--- config.mk ---
export PLATFORM = sky130hd
export DESIGN_NAME = ex_mem_stage_flat
export DESIGN_NICKNAME = d
export VERILOG_FILES = /design/src/rtl/ex_mem_stage_if.sv /design/src/rtl/ex_mem_stage.sv /design/src/flat_wrapper.sv
export SDC_FILE = /design/constraint.sdc
export NUM_CORES = 1
export LEC_CHECK = 0
export CAP_MARGIN = 10
export CORE_MARGIN = 2
export CORE_UTILIZATION = 55
export DETAILED_ROUTE_END_ITERATION = 7
export DONT_BUFFER_PORTS = 1
export PLACE_DENSITY = 0.73
export SETUP_SLACK_MARGIN = 0.02
export SYNTH_ARGS = -nofsm -noshare
export SYNTH_HDL_FRONTEND = slang
export SYNTH_SLANG_ARGS = --single-unit
--- constraint.sdc ---
create_clock -name clk_i -period 1.2 [get_ports clk_i]
set_input_delay 0.24 -clock clk_i [delete_from_list [all_inputs] [get_ports clk_i]]
set_output_delay 0.24 -clock clk_i [all_outputs]
set_load 0.03 [all_outputs]
--- src/rtl/ex_mem_stage_if.sv ---
`default_nettype none
// ============================================================================
// Module   : ex_mem_stage_if
// Purpose  : Bundles the EX->MEM pipeline handshake, flush and payload signals
//            so they can be passed as a single port.
// Ports    : none (signal bundle only)
//            slave  modport - view of the pipeline register itself
//                             (E-side and control inputs, M-side outputs)
//            master modport - view of the surrounding pipeline
//                             (drives E side, flush, downstream ready)
// Revision : 1.0 - initial release
// ============================================================================
interface ex_mem_stage_if #(
    parameter int ADDRESS_WIDTH = 32,
    parameter int DATA_WIDTH    = 32
);
    // Upstream (execute) side
    logic                     valid_i;
    logic                     ready_o;
    logic                     flush_i;
    logic [DATA_WIDTH-1:0]    alu_resultE_i;
    logic [DATA_WIDTH-1:0]    write_dataE_i;
    logic [4:0]               rdE_i;
    logic [ADDRESS_WIDTH-1:0] pc_plus4E_i;
    logic                     reg_writeE_i;
    logic [1:0]               result_srcE_i;
    logic                     mem_writeE_i;

    // Downstream (memory) side
    logic                     valid_o;
    logic                     ready_i;
    logic [DATA_WIDTH-1:0]    alu_resultM_o;
    logic [DATA_WIDTH-1:0]    write_dataM_o;
    logic [4:0]               rdM_o;
    logic [ADDRESS_WIDTH-1:0] pc_plus4M_o;
    logic                     reg_writeM_o;
    logic [1:0]               result_srcM_o;
    logic                     mem_writeM_o;

    modport slave (
        input  valid_i, flush_i, alu_resultE_i, write_dataE_i, rdE_i,
               pc_plus4E_i, reg_writeE_i, result_srcE_i, mem_writeE_i, ready_i,
        output ready_o, valid_o, alu_resultM_o, write_dataM_o, rdM_o,
               pc_plus4M_o, reg_writeM_o, result_srcM_o, mem_writeM_o
    );

    modport master (
        output valid_i, flush_i, alu_resultE_i, write_dataE_i, rdE_i,
               pc_plus4E_i, reg_writeE_i, result_srcE_i, mem_writeE_i, ready_i,
        input  ready_o, valid_o, alu_resultM_o, write_dataM_o, rdM_o,
               pc_plus4M_o, reg_writeM_o, result_srcM_o, mem_writeM_o
    );
endinterface : ex_mem_stage_if
`default_nettype wire

--- src/rtl/ex_mem_stage.sv ---
`default_nettype none
// ============================================================================
// Module   : ex_mem_stage
// Purpose  : EX->MEM pipeline register with valid/ready handshake and flush.
//            Build option EX_MEM_SKID_EN:
//              defined   - main + skid register, registered ready_o
//                          (EMPTY / FULL / SKID)
//              undefined - main register only, ready_o = ready_i || !valid_o
// Ports    : clk_i   - clock, all state changes on the rising edge
//            rst_ni  - synchronous active-low reset
//            bus     - ex_mem_stage_if.slave: E-side payload, valid_i,
//                      ready_o, flush_i; M-side payload, valid_o, ready_i
// Revision : 1.0 - initial release
// ============================================================================
module ex_mem_stage #(
    parameter int ADDRESS_WIDTH = 32,
    parameter int DATA_WIDTH    = 32
) (
    input  logic          clk_i,
    input  logic          rst_ni,
    ex_mem_stage_if.slave bus
);

    typedef struct packed {
        logic [DATA_WIDTH-1:0]    alu_result;
        logic [DATA_WIDTH-1:0]    write_data;
        logic [4:0]               rd;
        logic [ADDRESS_WIDTH-1:0] pc_plus4;
        logic                     reg_write;
        logic [1:0]               result_src;
        logic                     mem_write;
    } payload_t;

    payload_t w_in_beat;
    payload_t r_main;
    logic     w_valid;
    logic     w_ready;
    logic     w_accept;
    logic     w_deliver;

    assign w_in_beat = '{
        alu_result: bus.alu_resultE_i,
        write_data: bus.write_dataE_i,
        rd:         bus.rdE_i,
        pc_plus4:   bus.pc_plus4E_i,
        reg_write:  bus.reg_writeE_i,
        result_src: bus.result_srcE_i,
        mem_write:  bus.mem_writeE_i
    };

`ifdef EX_MEM_SKID_EN
    typedef enum logic [1:0] {
        ST_EMPTY = 2'd0,
        ST_FULL  = 2'd1,
        ST_SKID  = 2'd2
    } state_t;

    state_t   r_state;
    state_t   w_state_next;
    payload_t r_skid;
    logic     r_ready;
    logic     w_load_main_in;
    logic     w_load_main_skid;
    logic     w_load_skid;

    // ready_o comes straight from a flop so the upstream path never sees
    // ready_i combinationally; the skid slot absorbs the one beat that can
    // arrive while the downstream stalls.
    assign w_ready = r_ready;

    always_comb begin
        w_state_next     = r_state;
        w_load_main_in   = 1'b0;
        w_load_main_skid = 1'b0;
        w_load_skid      = 1'b0;
        unique case (r_state)
            ST_EMPTY: begin
                if (w_accept) begin
                    w_state_next   = ST_FULL;
                    w_load_main_in = 1'b1;
                end
            end
            ST_FULL: begin
                if (w_accept && w_deliver) begin
                    w_load_main_in = 1'b1;
                end else if (w_deliver) begin
                    w_state_next = ST_EMPTY;
                end else if (w_accept) begin
                    w_state_next = ST_SKID;
                    w_load_skid  = 1'b1;
                end
            end
            ST_SKID: begin
                // ready_o is low here, so no new beat can be accepted
                if (w_deliver) begin
                    w_state_next     = ST_FULL;
                    w_load_main_skid = 1'b1;
                end
            end
            default: w_state_next = ST_EMPTY;
        endcase
        // Flush kills everything held plus the beat offered this cycle
        if (bus.flush_i) begin
            w_state_next     = ST_EMPTY;
            w_load_main_in   = 1'b0;
            w_load_main_skid = 1'b0;
            w_load_skid      = 1'b0;
        end
    end

    always_ff @(posedge clk_i) begin
        if (!rst_ni) begin
            r_state <= ST_EMPTY;
            r_ready <= 1'b1;
            r_main  <= '0;
            r_skid  <= '0;
        end else begin
            r_state <= w_state_next;
            r_ready <= (w_state_next != ST_SKID);
            if (w_load_main_in) begin
                r_main <= w_in_beat;
            end else if (w_load_main_skid) begin
                r_main <= r_skid;
            end
            if (w_load_skid) begin
                r_skid <= w_in_beat;
            end
        end
    end
`else
    typedef enum logic {
        ST_EMPTY = 1'b0,
        ST_FULL  = 1'b1
    } state_t;

    state_t r_state;
    state_t w_state_next;
    logic   w_load_main_in;

    // Single-entry register: free when empty or when the held beat leaves
    // at this same edge.
    assign w_ready = bus.ready_i || !w_valid;

    always_comb begin
        w_state_next   = r_state;
        w_load_main_in = 1'b0;
        if (bus.flush_i) begin
            w_state_next = ST_EMPTY;
        end else if (w_accept) begin
            w_state_next   = ST_FULL;
            w_load_main_in = 1'b1;
        end else if (w_deliver) begin
            w_state_next = ST_EMPTY;
        end
    end

    always_ff @(posedge clk_i) begin
        if (!rst_ni) begin
            r_state <= ST_EMPTY;
            r_main  <= '0;
        end else begin
            r_state <= w_state_next;
            if (w_load_main_in) begin
                r_main <= w_in_beat;
            end
        end
    end
`endif

    assign w_valid   = (r_state != ST_EMPTY);
    assign w_accept  = bus.valid_i && w_ready;
    assign w_deliver = w_valid && bus.ready_i;

    assign bus.ready_o       = w_ready;
    assign bus.valid_o       = w_valid;
    assign bus.alu_resultM_o = r_main.alu_result;
    assign bus.write_dataM_o = r_main.write_data;
    assign bus.rdM_o         = r_main.rd;
    assign bus.pc_plus4M_o   = r_main.pc_plus4;
    assign bus.result_srcM_o = r_main.result_src;
    // Write enables are qualified by valid so a bubble can never write
    assign bus.reg_writeM_o  = r_main.reg_write & w_valid;
    assign bus.mem_writeM_o  = r_main.mem_write & w_valid;

endmodule : ex_mem_stage
`default_nettype wire

--- src/flat_wrapper.sv ---
// flat-port wrapper written by rule: the top's interface ports become plain ports
module ex_mem_stage_flat 
#(
    parameter int ADDRESS_WIDTH = 32,
    parameter int DATA_WIDTH    = 32
)
  (clk_i, rst_ni, bus_valid_i, bus_flush_i, bus_alu_resultE_i, bus_write_dataE_i, bus_rdE_i, bus_pc_plus4E_i, bus_reg_writeE_i, bus_result_srcE_i, bus_mem_writeE_i, bus_ready_i, bus_ready_o, bus_valid_o, bus_alu_resultM_o, bus_write_dataM_o, bus_rdM_o, bus_pc_plus4M_o, bus_reg_writeM_o, bus_result_srcM_o, bus_mem_writeM_o);
  ex_mem_stage_if #(.ADDRESS_WIDTH(ADDRESS_WIDTH), .DATA_WIDTH(DATA_WIDTH)) bus_i ();
  input  logic clk_i;
  input  logic rst_ni;
  input wire logic [$bits(bus_i.valid_i)-1:0] bus_valid_i;
  input wire logic [$bits(bus_i.flush_i)-1:0] bus_flush_i;
  input wire logic [$bits(bus_i.alu_resultE_i)-1:0] bus_alu_resultE_i;
  input wire logic [$bits(bus_i.write_dataE_i)-1:0] bus_write_dataE_i;
  input wire logic [$bits(bus_i.rdE_i)-1:0] bus_rdE_i;
  input wire logic [$bits(bus_i.pc_plus4E_i)-1:0] bus_pc_plus4E_i;
  input wire logic [$bits(bus_i.reg_writeE_i)-1:0] bus_reg_writeE_i;
  input wire logic [$bits(bus_i.result_srcE_i)-1:0] bus_result_srcE_i;
  input wire logic [$bits(bus_i.mem_writeE_i)-1:0] bus_mem_writeE_i;
  input wire logic [$bits(bus_i.ready_i)-1:0] bus_ready_i;
  output wire logic [$bits(bus_i.ready_o)-1:0] bus_ready_o;
  output wire logic [$bits(bus_i.valid_o)-1:0] bus_valid_o;
  output wire logic [$bits(bus_i.alu_resultM_o)-1:0] bus_alu_resultM_o;
  output wire logic [$bits(bus_i.write_dataM_o)-1:0] bus_write_dataM_o;
  output wire logic [$bits(bus_i.rdM_o)-1:0] bus_rdM_o;
  output wire logic [$bits(bus_i.pc_plus4M_o)-1:0] bus_pc_plus4M_o;
  output wire logic [$bits(bus_i.reg_writeM_o)-1:0] bus_reg_writeM_o;
  output wire logic [$bits(bus_i.result_srcM_o)-1:0] bus_result_srcM_o;
  output wire logic [$bits(bus_i.mem_writeM_o)-1:0] bus_mem_writeM_o;
  assign bus_i.valid_i = bus_valid_i;
  assign bus_i.flush_i = bus_flush_i;
  assign bus_i.alu_resultE_i = bus_alu_resultE_i;
  assign bus_i.write_dataE_i = bus_write_dataE_i;
  assign bus_i.rdE_i = bus_rdE_i;
  assign bus_i.pc_plus4E_i = bus_pc_plus4E_i;
  assign bus_i.reg_writeE_i = bus_reg_writeE_i;
  assign bus_i.result_srcE_i = bus_result_srcE_i;
  assign bus_i.mem_writeE_i = bus_mem_writeE_i;
  assign bus_i.ready_i = bus_ready_i;
  assign bus_ready_o = bus_i.ready_o;
  assign bus_valid_o = bus_i.valid_o;
  assign bus_alu_resultM_o = bus_i.alu_resultM_o;
  assign bus_write_dataM_o = bus_i.write_dataM_o;
  assign bus_rdM_o = bus_i.rdM_o;
  assign bus_pc_plus4M_o = bus_i.pc_plus4M_o;
  assign bus_reg_writeM_o = bus_i.reg_writeM_o;
  assign bus_result_srcM_o = bus_i.result_srcM_o;
  assign bus_mem_writeM_o = bus_i.mem_writeM_o;
  ex_mem_stage #(.ADDRESS_WIDTH(ADDRESS_WIDTH), .DATA_WIDTH(DATA_WIDTH)) u_core (.clk_i(clk_i), .rst_ni(rst_ni), .bus(bus_i));
endmodule
==> results.yml <==
outcome:
  status: "finished, violations left"
  violations: "setup timing"
grt:
  grt_overflow: 0
  grt_max_degree: 212
  grt_pass1_vias: 3226
  grt_antenna_before_repair: 0
  track_usage: 0.193
  grt_pass1_wl_um: 15200
placement:
  io_buffers: 0
  gp_congestion: 0.766
  dp_hpwl_um: 6070
  dp_slack_ps: -125
route:
  avgRoutedWirePerCell_um: 16.6
  ant_nets: 0
  drc_errors: 0
  num_vias: 3277
  via_per_inst: 5.17
  drt_pass1_iterations: 4
  wirelength_um: 10500
  drt_iter0_drc: 107
clocking:
  ctsRootBufferMaster: "clkbuf_8"
  path_clk_slew_ps: 110
  cts.sinks: 106
  cts_buffer_depth: 2
  clk_latency_ps: 350
  numCtsBuffers: 9
  cts_tree: "yes"
  cts_max_level: 3
worst_setup_path:
  required_ps: 1470
  max_stage_delay_ps: 350
  crit_end: "u_core.bus.alu_resultM_o[23]"
  reg2reg_slack_ps: -260
  worstReg2RegStart: "u_core.bus.valid_o"
  cp_top_family: "buffers and inverters"
  crit_path_start_kind: "flop"
  cp.arrival_ps: 1740
  reg2reg_to: "u_core.bus.alu_resultM_o[23]"
  worstPathCellList: "nor2b_4 > nor3b_4 > buf_6 > buf_12 > buf_12 > mux2i_1"
  crit_top_cell: "buf_12"
  end_kind: "flop"
  crit_type: "reg2reg"
  cp-startpoint: "u_core.bus.valid_o"
  crit_slowest_cell: "dfxtp_4"
  reg2reg_depth: 6
  crit_fanout: 7
  cp_num_cells: 6
  path_buf_inv: 3
sta:
  hold_slack_ps: 13.5
  clock_skew_ps: 15.2
  worst_pin_slew_ps: 357
  maxSlewViolCount: 0
  clock.fmax_ghz: 0.684
  fin_ws_ps: -263
  setup_violations: 109
  rsz0062_at_grt: "true"
  finalCritPeriodShare: 1.22
  hold_violations: 0
  maxSlewHeadroom: 0.761
  fin_tns_setup_ps: -19340
  min_period_ps: 1460
die:
  dieArea_um2: 9940
  start_util: 0.572
  pin_count: 217
  die_h_um: 99.7
  coreArea_um2: 8810
  row_count: 34
  die_x_um: 99.7
final_layout:
  area_growth_pct: 7.65
  final_core_util: 0.616
  drive_gt1_frac: 0.160
  final_nets: 631
  n_fill_cell: 702
  final_common_cell: "nand2_1"
  num_antenna_cells: 0
  final_cell_mix: "nand2_1, mux2i_1, dfxtp_1"
min_path:
  min_path_cells: 2
  holdCritStartpoint: "bus_rdE_i[4]"
  hold_class: "in2reg"
pwr:
  vdd_ir_drop_max_v: 0.000704
  switchingPower_mw: 1.99
  netSwitchingFraction: 0.284
  p_leak_nw: 2.17
  power.total_mw: 7.01
  power_frac_seq: 0.598
  p_per_area_nw_per_um2: 1290
  p_clk_frac: 0.292
  p_int_mw: 5.02
  p_comb_frac: 0.110
yosys:
  synth_area_leader_cell: "dfxtp_1"
  synth_cell_types: 14
  syn_nets: 676
  synth_top_area_share: 0.421
  syn_area_um2: 5040
  synth-seq-area-share: 0.421
  avgSynthCellArea_um2: 8.90
  syn_inst: 566
  synth_seq_cells: 106
  synth_area_leaders: "dfxtp_1, mux2i_1, buf_4"
  synth_warnings: 0
flow_run:
  max_cap_violations: 0
-- timing repair --
action	4_1_cts	5_1_grt
hold endpoints to repair	32	20
setup endpoints to repair	108	139
gates cloned	6	2
setup buffers	10	3
pin swaps	0	2
hold buffers	32	21
resized for setup	26	38
-- per-layer routing --
| metal | routed length [um] | track usage |
|---|---|---|
| met1 | 4070 | 0.206 |
| met2 | 5380 | 0.340 |
| met3 | 953 | 0.0864 |
| met4 | 138 | 0.0622 |
| met5 | 0 | 0 |
-- stage by stage --
stage | cell area [um^2] | std cells
after detailed placement | 4320 | 550
after global routing | 5420 | 634
final | 5420 | 634
after global placement | 4320 | 550
after floorplan | 5050 | 566
after CTS | 5180 | 614
-- kinds of logic (layout without fill, tap and decap cells) --
logic type             Yosys count  after routing  synth area share
buffers and inverters          139             99             0.204
AND/OR/NAND/NOR                216            216             0.166
flip-flops                     106            106             0.421
multiplexers                   105            105             0.209
-- Yosys cell counts, drive strengths merged --
cell and instances:
dfxtp 106, clkbuf 21, and2 2, nor2b 1, nor3b 2, inv 1, mux2i 105, buf 117
nor2 1, nand2 210
-- power by group through the flow --
| stage | combinational, mW | sequential, mW | clock [mW] |
|---|---|---|---|
| final | 0.774 | 4.19 | 2.05 |
| after global routing | 0.841 | 4.21 | 2.25 |
| after CTS | 0.715 | 4.18 | 2.11 |
| after detailed placement | 0.475 | 4.26 | 0 |
| after global placement | 0.447 | 4.26 | 0 |
| after floorplan | 1.12 | 3.85 | 0 |
-- state kept, by name, summed over array words and instances (netlist names) --
name / flops
u_core.bus.pc_plus4M_o: 32
u_core.bus.valid_o: 1
u_core.bus.rdM_o: 5
u_core.r_main: 2
u_core.bus.write_dataM_o: 32
u_core.bus.alu_resultM_o: 32
u_core.bus.result_srcM_o: 2
-- cell type report --
type / instances / area [um^2] / share of cell area
clock buffers: 12 / 145 / 0.0268
multi-input cells: 321 / 1920 / 0.354
clock inverters: 4 / 35.0 / 0.00646
well taps: 108 / 135 / 0.0249
flip-flops and latches: 106 / 2160 / 0.399
repair buffers: 82 / 1020 / 0.188
inverters: 1 / 7.51 / 0.00138
-- worst min path at each step --
stage                                  to  slack, ps
3_5_place_dp           u_core.bus.valid_o        310
5_1_grt        u_core.bus.pc_plus4M_o[29]       -0.4
2_1_floorplan          u_core.bus.valid_o        310
6_report              u_core.bus.rdM_o[4]         10
4_1_cts        u_core.bus.pc_plus4M_o[19]       0.03
3_3_place_gp           u_core.bus.valid_o        310
No activity file was read; power rests on OpenSTA's default activity.
